$ cat src/rtl/spram_bist.sv
// -----------------------------------------------------------------------------
// spram_bist -- March-style built-in self test for a 1024 x 16 single-port RAM.
//
// A test writes a seeded pattern P(a) = {6'b0, a} ^ seed to every address
// (ascending), reads every address back (ascending) and compares each read
// word one cycle after the read is issued. A one-cycle DRAIN state finishes
// the last compare, then DONE pulses out_done and publishes out_pass.
//
// Optional feature (macro SPRAM_BIST_INVERT_PASS_EN): after the first read
// pass, a second write pass stores ~P(a) and a second read pass checks it.
//
// Ports:
//   in_clock          rising-edge clock
//   in_reset          asynchronous active-high reset (forces IDLE, outputs 0)
//   in_start          start request, honoured only in IDLE
//   in_seed[15:0]     pattern seed, latched when the start is accepted
//   out_mem_enable    RAM access strobe
//   out_mem_write     1 = write, 0 = read
//   out_mem_address   RAM word address [9:0]
//   out_mem_data      RAM write data [15:0]
//   in_mem_data       RAM read data, valid the cycle after a read
//   out_busy          test in progress
//   out_done          one-cycle completion pulse
//   out_pass          last completed test had no mismatches
//   out_fail_address  address of the first mismatch [9:0]
//   out_error_count   mismatch count, saturating at 2047 [10:0]
// -----------------------------------------------------------------------------
module spram_bist (
    input  logic        in_clock,
    input  logic        in_reset,
    input  logic        in_start,
    input  logic [15:0] in_seed,
    output logic        out_mem_enable,
    output logic        out_mem_write,
    output logic [9:0]  out_mem_address,
    output logic [15:0] out_mem_data,
    input  logic [15:0] in_mem_data,
    output logic        out_busy,
    output logic        out_done,
    output logic        out_pass,
    output logic [9:0]  out_fail_address,
    output logic [10:0] out_error_count
);

    localparam int ADDR_W = 10;
    localparam int DATA_W = 16;
    localparam int CNT_W  = 11;
    localparam logic [ADDR_W-1:0] LAST_ADDR = '1;

    typedef enum logic [2:0] {
        IDLE      = 3'd0,
        WRITE     = 3'd1,
        READ      = 3'd2,
`ifdef SPRAM_BIST_INVERT_PASS_EN
        WRITE_INV = 3'd3,
        READ_INV  = 3'd4,
`endif
        DRAIN     = 3'd5,
        DONE      = 3'd6
    } state_t;

    state_t              state, state_next;
    logic [ADDR_W-1:0]   addr, addr_next;
    logic [DATA_W-1:0]   seed, seed_next;

    logic                mem_enable_next, mem_write_next;
    logic [ADDR_W-1:0]   mem_address_next;
    logic [DATA_W-1:0]   mem_data_next;
    logic [DATA_W-1:0]   pattern_next;
    logic                is_read_next;

    // Expected word for the read currently on the RAM port (_p0) and the
    // delayed compare slot that lines up with in_mem_data (_p1).
    logic [DATA_W-1:0]   exp_p0, exp_next;
    logic                cmp_vld_p1;
    logic [ADDR_W-1:0]   cmp_addr_p1;
    logic [DATA_W-1:0]   cmp_exp_p1;

    logic                start_accept;
    logic                mismatch;
    logic [CNT_W-1:0]    error_count_next;
    logic [ADDR_W-1:0]   fail_address_next;
    logic                pass_next;

    function automatic logic [CNT_W-1:0] sat_inc(input logic [CNT_W-1:0] v);
        return (v == {CNT_W{1'b1}}) ? v : v + 1'b1;
    endfunction

    function automatic logic [DATA_W-1:0] pattern(input logic [ADDR_W-1:0] a,
                                                  input logic [DATA_W-1:0] s);
        return {{(DATA_W-ADDR_W){1'b0}}, a} ^ s;
    endfunction

    // State and address sequencing
    always_comb begin
        state_next   = state;
        addr_next    = addr;
        seed_next    = seed;
        start_accept = 1'b0;
        case (state)
            IDLE: begin
                if (in_start) begin
                    start_accept = 1'b1;
                    state_next   = WRITE;
                    addr_next    = '0;
                    seed_next    = in_seed;
                end
            end
            WRITE: begin
                addr_next = addr + 1'b1;
                if (addr == LAST_ADDR) state_next = READ;
            end
            READ: begin
                addr_next = addr + 1'b1;
`ifdef SPRAM_BIST_INVERT_PASS_EN
                if (addr == LAST_ADDR) state_next = WRITE_INV;
`else
                if (addr == LAST_ADDR) state_next = DRAIN;
`endif
            end
`ifdef SPRAM_BIST_INVERT_PASS_EN
            WRITE_INV: begin
                addr_next = addr + 1'b1;
                if (addr == LAST_ADDR) state_next = READ_INV;
            end
            READ_INV: begin
                addr_next = addr + 1'b1;
                if (addr == LAST_ADDR) state_next = DRAIN;
            end
`endif
            DRAIN:   state_next = DONE;
            DONE:    state_next = IDLE;
            default: state_next = IDLE;
        endcase
    end

    // Outputs are registered, so they are derived from the next state/address.
    always_comb begin
        mem_enable_next  = 1'b0;
        mem_write_next   = 1'b0;
        mem_address_next = '0;
        mem_data_next    = '0;
        is_read_next     = 1'b0;
        pattern_next     = pattern(addr_next, seed_next);
        exp_next         = pattern_next;
        case (state_next)
            WRITE: begin
                mem_enable_next  = 1'b1;
                mem_write_next   = 1'b1;
                mem_address_next = addr_next;
                mem_data_next    = pattern_next;
            end
            READ: begin
                mem_enable_next  = 1'b1;
                mem_address_next = addr_next;
                is_read_next     = 1'b1;
            end
`ifdef SPRAM_BIST_INVERT_PASS_EN
            WRITE_INV: begin
                mem_enable_next  = 1'b1;
                mem_write_next   = 1'b1;
                mem_address_next = addr_next;
                mem_data_next    = ~pattern_next;
            end
            READ_INV: begin
                mem_enable_next  = 1'b1;
                mem_address_next = addr_next;
                is_read_next     = 1'b1;
                exp_next         = ~pattern_next;
            end
`endif
            default: ;
        endcase
    end

    // Compare and result bookkeeping
    always_comb begin
        mismatch          = cmp_vld_p1 && (in_mem_data != cmp_exp_p1);
        error_count_next  = out_error_count;
        fail_address_next = out_fail_address;
        pass_next         = out_pass;
        if (start_accept) begin
            error_count_next  = '0;
            fail_address_next = '0;
            pass_next         = 1'b0;
        end else if (mismatch) begin
            error_count_next = sat_inc(out_error_count);
            // Count cannot return to zero once incremented, so zero marks the first.
            if (out_error_count == '0) fail_address_next = cmp_addr_p1;
        end
        // Includes the compare retiring on the same edge (DRAIN -> DONE).
        if (state_next == DONE) pass_next = (error_count_next == '0);
    end

    // Stage p0: state, RAM command and expected word for the issued read
    always_ff @(posedge in_clock or posedge in_reset) begin
        if (in_reset) begin
            state            <= IDLE;
            addr             <= '0;
            seed             <= '0;
            out_mem_enable   <= 1'b0;
            out_mem_write    <= 1'b0;
            out_mem_address  <= '0;
            out_mem_data     <= '0;
            exp_p0           <= '0;
            out_busy         <= 1'b0;
            out_done         <= 1'b0;
            out_pass         <= 1'b0;
            out_fail_address <= '0;
            out_error_count  <= '0;
        end else begin
            state            <= state_next;
            addr             <= addr_next;
            seed             <= seed_next;
            out_mem_enable   <= mem_enable_next;
            out_mem_write    <= mem_write_next;
            out_mem_address  <= mem_address_next;
            out_mem_data     <= mem_data_next;
            exp_p0           <= is_read_next ? exp_next : '0;
            out_busy         <= (state_next != IDLE) && (state_next != DONE);
            out_done         <= (state_next == DONE);
            out_pass         <= pass_next;
            out_fail_address <= fail_address_next;
            out_error_count  <= error_count_next;
        end
    end

    // Stage p1: compare slot aligned with the RAM read data
    always_ff @(posedge in_clock or posedge in_reset) begin
        if (in_reset) begin
            cmp_vld_p1  <= 1'b0;
            cmp_addr_p1 <= '0;
            cmp_exp_p1  <= '0;
        end else begin
            cmp_vld_p1  <= out_mem_enable && !out_mem_write;
            cmp_addr_p1 <= out_mem_address;
            cmp_exp_p1  <= exp_p0;
        end
    end

endmodule

$ cat config.mk
export PLATFORM = sky130hd
export DESIGN_NAME = spram_bist
export DESIGN_NICKNAME = d
export VERILOG_FILES = /design/src/rtl/spram_bist.sv
export SDC_FILE = /design/constraint.sdc
export NUM_CORES = 1
export LEC_CHECK = 0
export ABC_AREA = 1
export CORE_MARGIN = 2
export CORE_UTILIZATION = 57
export CTS_CLUSTER_DIAMETER = 120
export DETAILED_ROUTE_END_ITERATION = 6
export PLACE_DENSITY = 0.9
export SYNTH_ARGS = -nofsm -noshare
export SYNTH_HDL_FRONTEND = slang
export SYNTH_SLANG_ARGS = --single-unit
export TNS_END_PERCENT = 100
$ cat constraint.sdc
create_clock -name in_clock -period 10 [get_ports in_clock]
set_input_delay 2 -clock in_clock [delete_from_list [all_inputs] [get_ports in_clock]]
set_output_delay 2 -clock in_clock [all_outputs]
set_load 0.05 [all_outputs]
* Word level (Yosys, flattened, before mapping)
Cells that the tools add are included.
** Word-level totals
- Input port bits :: 35
- Output and inout port bits :: 52
- Word-level logic and storage cells :: 67
- Register bits :: 124
** Cells by class
- Equal/unequal tests :: 10
- Bitwise operators :: 1
- Add/subtract/negate cells :: 2
- Reduce and logical (&&, ||, !) cells :: 14
- Multiplexer cells :: 24
** Operators by type and width (count)
- 2-to-1 mux 16 bit :: 4
- 2-to-1 mux 10 bit :: 5
- 2-to-1 mux 11 bit :: 3
- zero test 11 bit :: 2
- one-hot mux 10 bit (2 select lines) :: 1
- inequality test 16 bit :: 1
- bitwise XOR 10 x 16 -> 16 bit :: 1
- one-hot mux 3 bit (4 select lines) :: 1
- adder 11 x 1 -> 11 bit (second input constant) :: 1
- equality test 11 bit (second input constant) :: 1
- adder 10 x 1 -> 10 bit (second input constant) :: 1
- equality test 10 bit (second input constant) :: 1
- 2-to-1 mux 3 bit :: 3
- 2-to-1 mux 1 bit :: 7
- equality test 3 x 1 -> 1 bit (second input constant) :: 2
- equality test 3 x 2 -> 1 bit (second input constant) :: 2
- equality test 3 bit (second input constant) :: 2
- nonzero test 2 bit :: 3
- OR reduction 2 bit :: 2
- logical AND 1 bit :: 3
- zero test 3 bit :: 1
- inequality test 3 bit (second input constant) :: 1
- nonzero test 3 bit :: 1
- AND reduction 2 bit :: 1
- zero test 1 bit :: 1

* Logic depth before layout (Yosys ltp)
Gate-level depths: netlist of run 1.
- Depth in word-level cells :: 6
- Mapped depth :: 14
- Mapped depth without buffers :: 14

* Least setup slack after synthesis of run 1
No wires, ideal clock.
- Path kind :: input port to flip-flop
- From :: in in_mem_data[8]
- To :: reg out_pass
- Buffers on the path :: 1
- Cell stages on the path :: 14
- Slack :: 6.856 ns
- Arrival :: 3.023 ns
- Library setup time :: 0.121 ns
- Data required time :: 9.879 ns
- Cells stage by stage :: inv_1 > nand2_1 > nand2_1 > nor2_1 > nand2_1 > nor2_1 > nand2_2 > buf_2 > nand3_1 > nand3_1 > nand2_1 > nor2_1 > nand4_1 > nand2_1
** On the way
- Longest elaborated chain between the ends :: 6
** Ends and longest elaborated chain
- start, declared :: line 37 : input logic [15:0] in_mem_data,
- inequality test 16 bit :: line 178 : mismatch = cmp_vld_p1 && (in_mem_data != cmp_exp_p1);
- logical AND 1 bit :: line 178
- 2-to-1 mux 11 bit :: line 186 : end else if (mismatch) begin
- 2-to-1 mux 11 bit :: line 182 : if (start_accept) begin
- zero test 11 bit :: line 192 : if (state_next == DONE) pass_next = (error_count_next == '0);
- 2-to-1 mux 1 bit :: line 192
- end signal, assigned :: line 222 : out_pass <= pass_next;
- end, declared :: line 40 : output logic out_pass,
Every way passes these cells.
A chain may end at the register's enable or synchronous reset.

* Final worst setup path of run 1
- From :: in in_mem_data[5]
- To :: reg out_fail_address[7]
** On the way
- Longest elaborated chain between the ends :: 4
** Ends and longest elaborated chain
- inequality test 16 bit :: line 178
- logical AND 1 bit :: line 178
- nonzero test 2 bit (no line)
- AND reduction 2 bit (no line)
- end signal, assigned :: line 223 : out_fail_address <= fail_address_next;
- end, declared :: line 41 : output logic [9:0] out_fail_address,
Every way passes these cells.

==> results_dict.tcl, run 1 <==
set metrics [dict create \
    synth_top_cell_by_area "dfrtp_1" \
    critPathMaxFanout 13 \
    worstMarginPinSlew_ns 0.911 \
    timing.final.crit_period_ns 4.15 \
    drc 0 \
    place_congestion 0.940 \
    track_usage_pct 27.3 \
    synth_warnings 0 \
    fin_worst_skew_ns 0.00851 \
    numPortBuffers 86 \
    slew_headroom_pct 39.2 \
    final_common_cell "dfrtp_1" \
    cp-end-kind "flop" \
    avgViaCountPerCell 5.24 \
    syn_nets 608 \
    vdd.ir_drop.worst_mv 0.140 \
    status "finished, final reports clean" \
    cts_sinks 124 \
    path_clk_slew_ns 0.06 \
    maxCapViolCount 0 \
    worstHoldPathType "flop to flop" \
    reg2reg_slack_ns 7.40 \
    p_per_area_mw_per_mm2 169 \
    instances_no_fill 790 \
    synth_area_leaders "dfrtp_1, nand2_1, inv_1, nor2_1, nand3_1" \
    grt_max_degree 77 \
    ys_ff_latch 124 \
    clk_latency_ns 0.52 \
    multi_input_area_mm2 0.00172 \
    cts.path.max_buffers 2 \
    antenna_found_initial 0 \
    final_util_pct 74.9 \
    post_cts_resized 0 \
    drt_iter0_markers 234 \
    ant_nets 0 \
    overflow 0 \
    die_h_um 100 \
    critPathKind "input pin to flop" \
    nFillCells 596 \
    synthCells 570 \
    reg2reg_to "out_fail_address[7]" \
    final_cell_mix "dfrtp_1, nand2_1, inv_1, clkdlybuf4s50_1, nor2_1" \
    total_power_mw 1.15 \
    startpoint_type "input pin" \
    grt_pass1_vias 4318 \
    power.leakage_nw 3.56 \
    ys_types 40 \
    cp-startpoint "in_mem_data[5]" \
    max_freq_mhz 241 \
    hold_slack_ns 0.341 \
    fin_setup_tns_ns 0 \
    syn_to_final_growth_pct 29.3 \
    synth_area_mm2 0.00528 \
    crit_required_ns 10.38 \
    r2r_cells 11 \
    ios 87 \
    numCtsBuffers 17 \
    std_cell_rows 35 \
    dpl.cell_count 758 \
    drv_slew 0 \
    r2r_start "cmp_exp_p1[5]" \
    ctsHoldBuffers 0 \
    wl_um 12800 \
    period_share_pct 41.5 \
    finalSetupViolCount 0 \
    ys_seq_area_share_pct 58.8 \
    cts-root-buf "clkbuf_8" \
    ff_latch_area_mm2 0.00310 \
    start_util_pct 57.9 \
    yosysTopAreaCellShare_pct 58.8 \
    antenna_cells 0 \
    final_layout_size_suffix_gt1_share_pct 13.0 \
    rsz0062_at_grt "false" \
    core-area_mm2 0.00911 \
    hold_viol 0 \
    grt_pass1_wl_um 20600 \
    dr.pass1.iters 5 \
    vias 4142 \
    worst_ep_arrival_time_ns 4.53 \
    wl_per_cell_um 16.2 \
    cts_tree "yes" \
    post-cts-setup-buffer-count 0 \
    place_hpwl_um 8540 \
    endpoint "out_fail_address[7]" \
    die-area_mm2 0.0100 \
    cts-htree-levels 4 \
    nets 704 \
    die_x_um 100 \
    syn_area_per_cell_um2 9.26 \
]
-- per-stage QoR --
step,worst slack (ns),instance area [µm²]
floorplan,4.70,5280
global placement,5.63,6220
detailed placement,5.40,6220
CTS,5.91,6820
global route,5.70,6820
finish,5.85,6820
-- synth_stat cells, drive strengths merged --
master and number:
o211ai 1, nor3 4, buf 8, nand2 123, or2 9, xor2 5, o22ai 1, a21o 1
dfrtp 124, o21ai 29, a21oi 5, inv 101, nand3b 3, ha 3, nand4 5, o21bai 1
xnor2 9, nand3 45, clkbuf 3, nor4 1, a31oi 1, nor2 88
-- power breakdown --
group,internal [mW],total [mW],switching (mW)
combinational,0.0141,0.0299,0.0158
clock,0.385,0.620,0.235
sequential,0.502,0.502,0
-- kinds of logic (layout without fill, tap and decap cells) --
| family | after synthesis | after routing | synth area share (%) |
|---|---|---|---|
| and+or+nand+nor | 278 | 278 | 23.5 |
| xor gates and xnor gates | 14 | 14 | 2.32 |
| buffers and inverters | 112 | 221 | 8.65 |
| adders and majority gates | 3 | 3 | 0.711 |
| DFF | 124 | 124 | 58.8 |
| AOI/OAI and AO/OA | 39 | 39 | 6.00 |
-- flip-flops by register name, indices dropped and copies added (netlist names) --
register / count
cmp_exp_p1: 16
exp_p0: 16
out_mem_data: 16
seed: 16
out_error_count: 11
addr: 10
cmp_addr_p1: 10
out_fail_address: 10
out_mem_address: 10
state: 3
cmp_vld_p1: 1
out_busy: 1
out_done: 1
out_mem_enable: 1
out_mem_write: 1
out_pass: 1
-- cell type report --
cell class,count,share of cell area [%]
inverter,101,5.70
timing repair buffer,88,12.8
sequential,124,45.5
multi-input combinational,334,25.2
clock buffer,18,6.12
clock inverter,14,2.66
tap,111,2.04
-- worst min path at each step --
| stage | startpoint | to | slack [ns] | depth (start not counted) |
|---|---|---|---|---|
| floorplan | exp_p0[0] | cmp_exp_p1[0] | 0.33 | 0 |
| global placement | exp_p0[3] | cmp_exp_p1[3] | 0.33 | 0 |
| detailed placement | exp_p0[0] | cmp_exp_p1[0] | 0.33 | 0 |
| CTS | exp_p0[4] | cmp_exp_p1[4] | 0.34 | 0 |
| global route | exp_p0[4] | cmp_exp_p1[4] | 0.35 | 0 |
| finish | exp_p0[4] | cmp_exp_p1[4] | 0.34 | 0 |
-- critical path: stages --
cell	delay, ns
clkdlybuf4s50_1	0.48
nor2_1	0.05
nor2_1	0.12
nor2_1	0.05
nand2_1	0.09
nor2_1	0.05
nand2_2	0.24
nand2_4	0.14
nor3_2	0.63
or2_1	0.56
o21ai_2	0.11
-- metal layers --
metal  vias up  routed length [µm]  track usage (%)  share of wire [%]
met5         -                   0                0                  0
met4         0                 363             13.1                2.8
met3        31                 605             6.13                4.7
met2       160                6880             47.0                 54
met1      2023                4950             32.5                 39
li1       1928                   -                -                  -
Note: power is estimated with default switching activity, not from simulation.
==> run 2, diff against run 1 <==
Settings changed: CORE_UTILIZATION 57 to 53, PLACE_DENSITY 0.9 to 0.84.
Clock period 10 ns to 4.1 ns, I/O delays scaled along.
==> run 2 against run 1 <==
Worst hold slack better by 0.0053 ns. Power increased by 140%. Wire length fell by 5.0%. Final cell count increased by 2.9%. Global-route usage fell by 3.2 points. Register-to-register slack worse by 5.5 ns. Die area increased by 7.2%. First-iteration DRC count up 2.6%. Critical path depth shrank 10. Count of clock-buffer cells in the layout grew 1.
==> results_dict.tcl, run 2 (same netlist as run 1, synthesis figures left out) <==
set metrics [dict create \
    nFillCells 703 \
    startpoint_type "flop" \
    wl_met1_um 5190 \
    drv_slew 0 \
    cts_tree "yes" \
    max_freq_mhz 369 \
    r2r_cells 12 \
    slowest_delay_ns 0.86 \
    start_util_pct 54.2 \
    cp-end-kind "output port" \
    wl_per_cell_um 14.9 \
    fin_worst_skew_ns 0.00705 \
    period_share_pct 66.0 \
    power.leakage_nw 3.56 \
    cpMaxStageDelayCell "clkdlybuf4s50_1" \
    cts.path.max_buffers 2 \
    overflow 0 \
    grt_pass1_vias 4220 \
    worstMarginPinSlew_ns 0.815 \
    critPathMaxFanout 7 \
    critPathKind "flop to output port" \
    ios 87 \
    grt_max_degree 91 \
    clk_latency_ns 0.52 \
    std_cell_rows 36 \
    wl_um 12200 \
    cts-htree-levels 4 \
    ff_latch_area_mm2 0.00310 \
    ant_nets 0 \
    timing.final.crit_period_ns 2.71 \
    place_hpwl_um 8420 \
    final_cell_mix "dfrtp_1, nand2_1, inv_1, clkdlybuf4s50_1, nor2_1" \
    finalSetupViolCount 0 \
    r2r_start "cmp_exp_p1[2]" \
    grt_pass1_wl_um 20100 \
    core-area_mm2 0.00973 \
    place_congestion 0.885 \
    cts-root-buf "clkbuf_8" \
    ctsHoldBuffers 0 \
    multi_input_area_mm2 0.00172 \
    crit_required_ns 3.28 \
    drt_iter0_markers 240 \
    top_layer "met4" \
    syn_to_final_growth_pct 29.9 \
    vias 4061 \
    endpoint "out_error_count[6]" \
    met2_length_um 6180 \
    cp_num_buf_inv 1 \
    worstPathCellList "clkdlybuf4s50_1" \
    avgViaCountPerCell 5.00 \
    wl_met3_um 456 \
    cp_top_family "buffers and inverters" \
    die-area_mm2 0.0108 \
    cp-startpoint "out_error_count[6]" \
    vdd.ir_drop.worst_mv 0.216 \
    slew_headroom_pct 45.5 \
    cts_sinks 124 \
    hold_viol 0 \
    drc 0 \
    die_h_um 104 \
    post_cts_resized 0 \
    fin_setup_tns_ns 0 \
    track_usage_pct 24.0 \
    reg2reg_slack_ns 1.91 \
    nets 705 \
    dpl.cell_count 781 \
    instances_no_fill 813 \
    status "finished, final reports clean" \
    numPortBuffers 86 \
    cp.depth 1 \
    p_per_area_mw_per_mm2 401 \
    maxCapViolCount 0 \
    antenna_found_initial 0 \
    rsz0062_at_grt "false" \
    dr.pass1.iters 6 \
    path_clk_slew_ns 0.06 \
    worst_ep_arrival_time_ns 1.89 \
    antenna_cells 0 \
    die_x_um 104 \
    final_common_cell "dfrtp_1" \
    worstHoldPathType "flop to flop" \
    reg2reg_to "out_fail_address[5]" \
    final_layout_size_suffix_gt1_share_pct 13.2 \
    numCtsBuffers 17 \
    post-cts-setup-buffer-count 0 \
]
## run 2: cell type report
type | count | share of cell area (%)
flip-flops and latches | 124 | 45.3
inverters | 101 | 5.69
repair buffers | 89 | 13.1
multi-input cells | 334 | 25.1
clock inverters | 13 | 2.06
well taps | 133 | 2.43
clock buffers | 19 | 6.44
## run 2: per-stage QoR
stage                     hold slack (ns)  util [%]  instance area, µm²  setup WS, ns  power [mW]
after floorplan                     0.331         -                5280          1.75        1.28
after global placement              0.332      64.5                6270          1.13        1.32
after detailed placement            0.336      64.5                6270          1.01        1.32
after CTS                           0.348      70.5                6860          1.39        2.76
after global routing                0.350      70.5                6860          1.34        2.83
final                               0.346      70.5                6860          1.39        2.75
## run 2: worst min-delay path by stage
| stage | startpoint | to | slack, ns | depth (start not counted) |
|---|---|---|---|---|
| 2_1_floorplan | exp_p0[0] | cmp_exp_p1[0] | 0.33 | 0 |
| 5_1_grt | exp_p0[4] | cmp_exp_p1[4] | 0.35 | 0 |
| 6_report | exp_p0[7] | cmp_exp_p1[7] | 0.35 | 0 |
| 3_5_place_dp | exp_p0[4] | cmp_exp_p1[4] | 0.34 | 0 |
| 4_1_cts | exp_p0[7] | cmp_exp_p1[7] | 0.35 | 0 |
| 3_3_place_gp | exp_p0[3] | cmp_exp_p1[3] | 0.33 | 0 |
## run 2: power by group
group	switching, mW	internal, mW
combinational	0.0386	0.0358
sequential	0	1.22
clock	0.551	0.899
## run 2: metal layers
metal	global-route usage (%)	vias to the layer above
met5	0	-
met4	11.3	0
met3	4.53	27
met2	40.1	120
met1	30.6	1975
li1	-	1939
